`src/rtl/pc_next_ctrl.sv`:
```
`default_nettype none
// ============================================================================
// Module   : pc_next_ctrl
// Purpose  : Registered fetch PC with decode-stage control-transfer resolution,
//            one-slot wrong-path squash, JAL/JALR link write and sticky halt.
//            Optional target alignment check enabled by PC_ALIGN_CHK_EN.
// Revision : 1.0 - initial release
// ============================================================================
module pc_next_ctrl #(
    parameter int              PC_W     = 16,
    parameter logic [PC_W-1:0] RESET_PC = '0,
    parameter int              BR_SHIFT = 0
) (
    input  logic            clk,
    input  logic            rst_n,
    input  logic            stall,
    input  logic            dec_valid,
    input  logic [15:0]     dec_instr,
    input  logic [PC_W-1:0] dec_pc_plus2,
    input  logic [PC_W-1:0] rs_data,
    input  logic            br_taken,
    output logic [PC_W-1:0] pc,
    output logic            redirect,
    output logic            link_we,
    output logic [PC_W-1:0] link_addr,
    output logic            halted
`ifdef PC_ALIGN_CHK_EN
    ,
    output logic            align_err
`endif
);

    localparam logic [1:0]      c_RUN    = 2'd0;
    localparam logic [1:0]      c_SQUASH = 2'd1;
    localparam logic [1:0]      c_HALT   = 2'd2;
    localparam logic [PC_W-1:0] c_PC_INC = PC_W'(2);

    logic [1:0]      r_state;
    logic [4:0]      w_op;
    logic            w_is_br, w_is_j, w_is_jal, w_is_jr, w_is_jalr, w_is_halt;
    logic            w_take, w_is_link, w_misalign;
    logic [PC_W-1:0] w_disp8, w_disp11, w_target, w_pc_inc;

    assign w_op      = dec_instr[15:11];
    assign w_is_br   = (w_op[4:2] == 3'b011);
    assign w_is_j    = (w_op == 5'b00100);
    assign w_is_jr   = (w_op == 5'b00101);
    assign w_is_jal  = (w_op == 5'b00110);
    assign w_is_jalr = (w_op == 5'b00111);
    assign w_is_halt = (w_op == 5'b00000);

    assign w_take    = (w_is_br & br_taken) | w_is_j | w_is_jal | w_is_jr | w_is_jalr;
    assign w_is_link = w_is_jal | w_is_jalr;

    assign w_disp8  = {{(PC_W-8){dec_instr[7]}}, dec_instr[7:0]} << BR_SHIFT;
    assign w_disp11 = {{(PC_W-11){dec_instr[10]}}, dec_instr[10:0]} << BR_SHIFT;

    always_comb begin
        w_target = dec_pc_plus2 + w_disp11;
        if (w_is_jr || w_is_jalr) begin
            w_target = rs_data + w_disp8;
        end else if (w_is_br) begin
            w_target = dec_pc_plus2 + w_disp8;
        end
    end

    assign w_pc_inc = pc + c_PC_INC;

`ifdef PC_ALIGN_CHK_EN
    assign w_misalign = w_target[0];
`else
    assign w_misalign = 1'b0;
`endif

    // redirect and link_we default low each cycle so they can only ever pulse.
    always_ff @(posedge clk or negedge rst_n) begin
        if (!rst_n) begin
            r_state   <= c_RUN;
            pc        <= RESET_PC;
            redirect  <= 1'b0;
            link_we   <= 1'b0;
            link_addr <= '0;
            halted    <= 1'b0;
`ifdef PC_ALIGN_CHK_EN
            align_err <= 1'b0;
`endif
        end else begin
            redirect <= 1'b0;
            link_we  <= 1'b0;
            case (r_state)
                c_RUN: begin
                    if (!stall) begin
                        if (dec_valid && w_is_halt) begin
                            halted  <= 1'b1;
                            r_state <= c_HALT;
                        end else if (dec_valid && w_take && w_misalign) begin
                            pc      <= w_pc_inc;
                            halted  <= 1'b1;
                            r_state <= c_HALT;
`ifdef PC_ALIGN_CHK_EN
                            align_err <= 1'b1;
`endif
                        end else if (dec_valid && w_take) begin
                            pc       <= w_target;
                            redirect <= 1'b1;
                            r_state  <= c_SQUASH;
                            if (w_is_link) begin
                                link_we   <= 1'b1;
                                link_addr <= dec_pc_plus2;
                            end
                        end else begin
                            pc <= w_pc_inc;
                        end
                    end
                end
                // The slot after a redirect holds a wrong-path instruction.
                c_SQUASH: begin
                    if (!stall) begin
                        pc      <= w_pc_inc;
                        r_state <= c_RUN;
                    end
                end
                c_HALT: begin
                    halted <= 1'b1;
                end
                default: begin
                    r_state <= c_RUN;
                end
            endcase
        end
    end

endmodule
`default_nettype wire

```
`config.mk`:
```
export PLATFORM = sky130hd
export DESIGN_NAME = pc_next_ctrl
export DESIGN_NICKNAME = d
export VERILOG_FILES = /design/src/rtl/pc_next_ctrl.sv
export SDC_FILE = /design/constraint.sdc
export NUM_CORES = 1
export LEC_CHECK = 0
export ABC_AREA = 1
export BUFFER_PORTS_ARGS = -buffer_cell sky130_fd_sc_hd__buf_2
export CORE_MARGIN = 4
export CORE_UTILIZATION = 47
export DETAILED_ROUTE_END_ITERATION = 12
export PLACE_DENSITY = 0.83
export SLEW_MARGIN = 5
export SYNTH_ARGS = -nofsm -noshare
export SYNTH_HDL_FRONTEND = slang
export SYNTH_SLANG_ARGS = --single-unit
```
`constraint.sdc`:
```
create_clock -name clk -period 2.3 [get_ports clk]
set_input_delay 0 -clock clk [delete_from_list [all_inputs] [get_ports clk]]
set_output_delay 0 -clock clk [all_outputs]
set_load 0.02 [all_outputs]
```
==> results.cfg <==
[sta]
finalCriticalPeriod_ns = 1.992
finClkSkew_ns = 0.005794
slew_violations = 0
max_slew_margin = 0.4277
maxClockFrequency_mhz = 501.9
worst_pin_slew_ns = 0.8584
grt_setup_unrepaired = false
setup_tns_ns = 0
hold_viol = 0
setup_viol = 0
fin_crit_sh = 0.8663

[yosys]
synth_compound_area_frac = 0.07822
synth_top_area_share = 0.2529
syn_avg_cell_area_um2 = 5.956
synth_edf_count = 0
yosys.area_share.adder = 0.1124
synthTopCellsByArea = nand2_1 (25%), dfrtp_1 (24%), inv_1 (11%)
yosys_warnings = 0
netlist_area_mm2 = 0.003919
synth_async_sr_flop_share = 1.000
syn_inst = 658
synth_fp_nets = 745
synth-simple-area-share = 0.4218
synth_seq_area_share = 0.2363
synth_most_common_cell = nand2_1
synth_ff_type = dfrtp_1
synth_xor_area_frac = 0.02682
synth_top_family_by_area = simple AND/OR/NAND/NOR gates
synth_common_cells = nand2_1 (264), inv_1 (115), nand3_1 (58)
synthMuxAreaShare = 0
ys_types = 32
ys_ff_latch = 37
yosysTopAreaCell = nand2_1

[cts]
cts_tree = yes
cts_htree_levels = 2
clock_latency_ns = 0.29
root_buffer = clkbuf_8
clkTransAtPathRegs_ns = 0.08
cts-buffers-inserted = 5
postCtsSetupRepairBufs = 0
clk_path_buf_depth = 2
cts_sinks = 37

[detailed_routing]
wl_um = 11420
drt-initial-drc-count = 186
num_vias = 4367
via_per_inst = 5.025
antenna_left = 0
wire_per_inst_um = 13.14
dr.pass1.iters = 5
drc = 0

[grt]
overflow = 0
grt_pass1_wl_um = 19260
track_usage = 0.2373
antenna_found_initial = 0
grt_max_degree = 38
first_global_vias = 4237

[worst_setup_path]
r2r_slack_ns = 0.40
critPathLaunch = dec_pc_plus2[0]
ff2ff_path_depth = 12
worstPathMaxFanout = 4
r2r-start = pc[1]
crit_path_start_kind = primary input
crit_required_ns = 2.49
crit_type = in -> reg
timing.critical_path.arrival_ns = 2.19
r2r_end = pc[13]
endpoint = pc[10]
crit_path_end_kind = flip-flop

[worst_hold_path]
hold_start = dec_valid
hold_path_class = in -> reg

[power]
p_per_area_mw_per_mm2 = 548.4
p_leak_nw = 2.911
ir_drop_uv = 245.3

[cells_and_area]
diodes = 0
nNetsFinal = 851
utilization = 0.5784
syn_to_final_growth_pct = 20.66
drive_gt1_frac = 0.1427
nFillCells = 791

[floorplan]
rows = 33
die_w_um = 99.31
dieArea_mm2 = 0.009862
start_util = 0.4793
die_h_um = 99.31
io-pin-count = 88
core_area_mm2 = 0.008175

[placed_design]
portBuffers = 87
dp_hpwl_um = 9164
gp_congestion = 0.9273

[flow_run]
cap_violations = 0

[run_status]
status = finished, final reports clean
[placed cells by master, fill, tap and decap left out, drive strengths merged]
| master | count |
|---|---|
| nand3b | 7 |
| and2 | 2 |
| xnor2 | 3 |
| and3 | 1 |
| or2 | 4 |
| nor4 | 1 |
| o221ai | 1 |
| dlygate4sd3 | 17 |
| nand3 | 59 |
| o211ai | 4 |
| a21boi | 1 |
| clkinvlp | 1 |
| nor2 | 40 |
| clkbuf | 6 |
| o21bai | 1 |
| a22oi | 2 |
| nor3 | 10 |
| ha | 32 |
| dfrtp | 37 |
| nand2 | 265 |
| xor2 | 9 |
| a21o | 1 |
| buf | 91 |
| nand4 | 4 |
| clkinv | 1 |
| o21ai | 19 |
| inv | 116 |
| fa | 2 |
| a21oi | 27 |
[flip-flops by register name, indices dropped and copies added (netlist names)]
| name | count |
|---|---|
| link_addr | 16 |
| pc | 16 |
| r_state | 2 |
| halted | 1 |
| link_we | 1 |
| redirect | 1 |
[how the worst min path moves through the flow]
stage | to | depth (start not counted)
4_1_cts | redirect | 3
2_1_floorplan | halted | 0
6_report | redirect | 3
3_5_place_dp | link_we | 1
3_3_place_gp | link_addr[10] | 1
5_1_grt | redirect | 3
[repair_timing]
item | 4_1_cts | 5_1_grt
endpoints found under the hold margin | 54 | 0
gates resized for setup | 0 | 0
hold buffers | 17 | 0
[worst max-delay path, stage by stage]
cell           delay [ns]
dlygate4sd3_1        0.52
buf_2                0.12
ha_1                 0.17
inv_1                0.06
fa_1                 0.42
inv_1                0.08
nand4_1              0.08
nand2_1              0.18
nand2_1              0.10
nand2_1              0.07
nand2_1              0.05
nand3_1              0.07
nand3_1              0.13
nand2_1              0.10
nand2_1              0.05
[metrics by stage]
| step | worst slack [ns] | area, µm² | hold WS (ns) | total power, W | cells |
|---|---|---|---|---|---|
| 2_1_floorplan | 0.5139 | 3919 | -0.2956 | 0.001707 | 658 |
| 4_1_cts | 0.3188 | 4728 | 0.01217 | 0.002603 | 869 |
| 5_1_grt | 0.1253 | 4728 | 0.02628 | 0.002814 | 869 |
| 3_3_place_gp | 0.2243 | 4468 | 0.1616 | 0.002067 | 845 |
| 3_5_place_dp | 0.2132 | 4468 | 0.1576 | 0.002093 | 845 |
| 6_report | 0.3075 | 4728 | 0.01404 | 0.002593 | 869 |
[area by class of cell]
cell class / count / area (µm²) / share of cell area
Clock buffer: 6 / 82.58 / 0.01746
Clock inverter: 1 / 7.507 / 0.001588
Inverter: 117 / 440.4 / 0.09315
Multi-Input combinational cell: 495 / 2505 / 0.5298
Sequential cell: 37 / 925.9 / 0.1958
Tap cell: 105 / 131.4 / 0.02779
Timing Repair Buffer: 108 / 635.6 / 0.1344
[where the power goes]
| part | internal, W | switching [W] | total (W) |
|---|---|---|---|
| Sequential | 0.000763 | 0.000137 | 0.000900 |
| Combinational | 0.000452 | 0.000755 | 0.00121 |
| Clock | 0.000237 | 0.000248 | 0.000486 |
[layer usage]
metal | track usage | up-vias | share of wire
li1 | - | 2263 | -
met1 | 0.3113 | 1947 | 0.44
met2 | 0.4003 | 133 | 0.46
met3 | 0.02805 | 24 | 0.071
met4 | 0.08929 | 0 | 0.027
met5 | 0 | - | 0
[logic make-up (layout without fill, tap and decap cells)]
family	count (synthesis)	after routing
xor+xnor	12	12
fa+ha+maj	34	34
simple gates	393	393
flops	37	37
buf+inv	126	232
compound gates	56	56
Power figures use the tool's default switching activity.
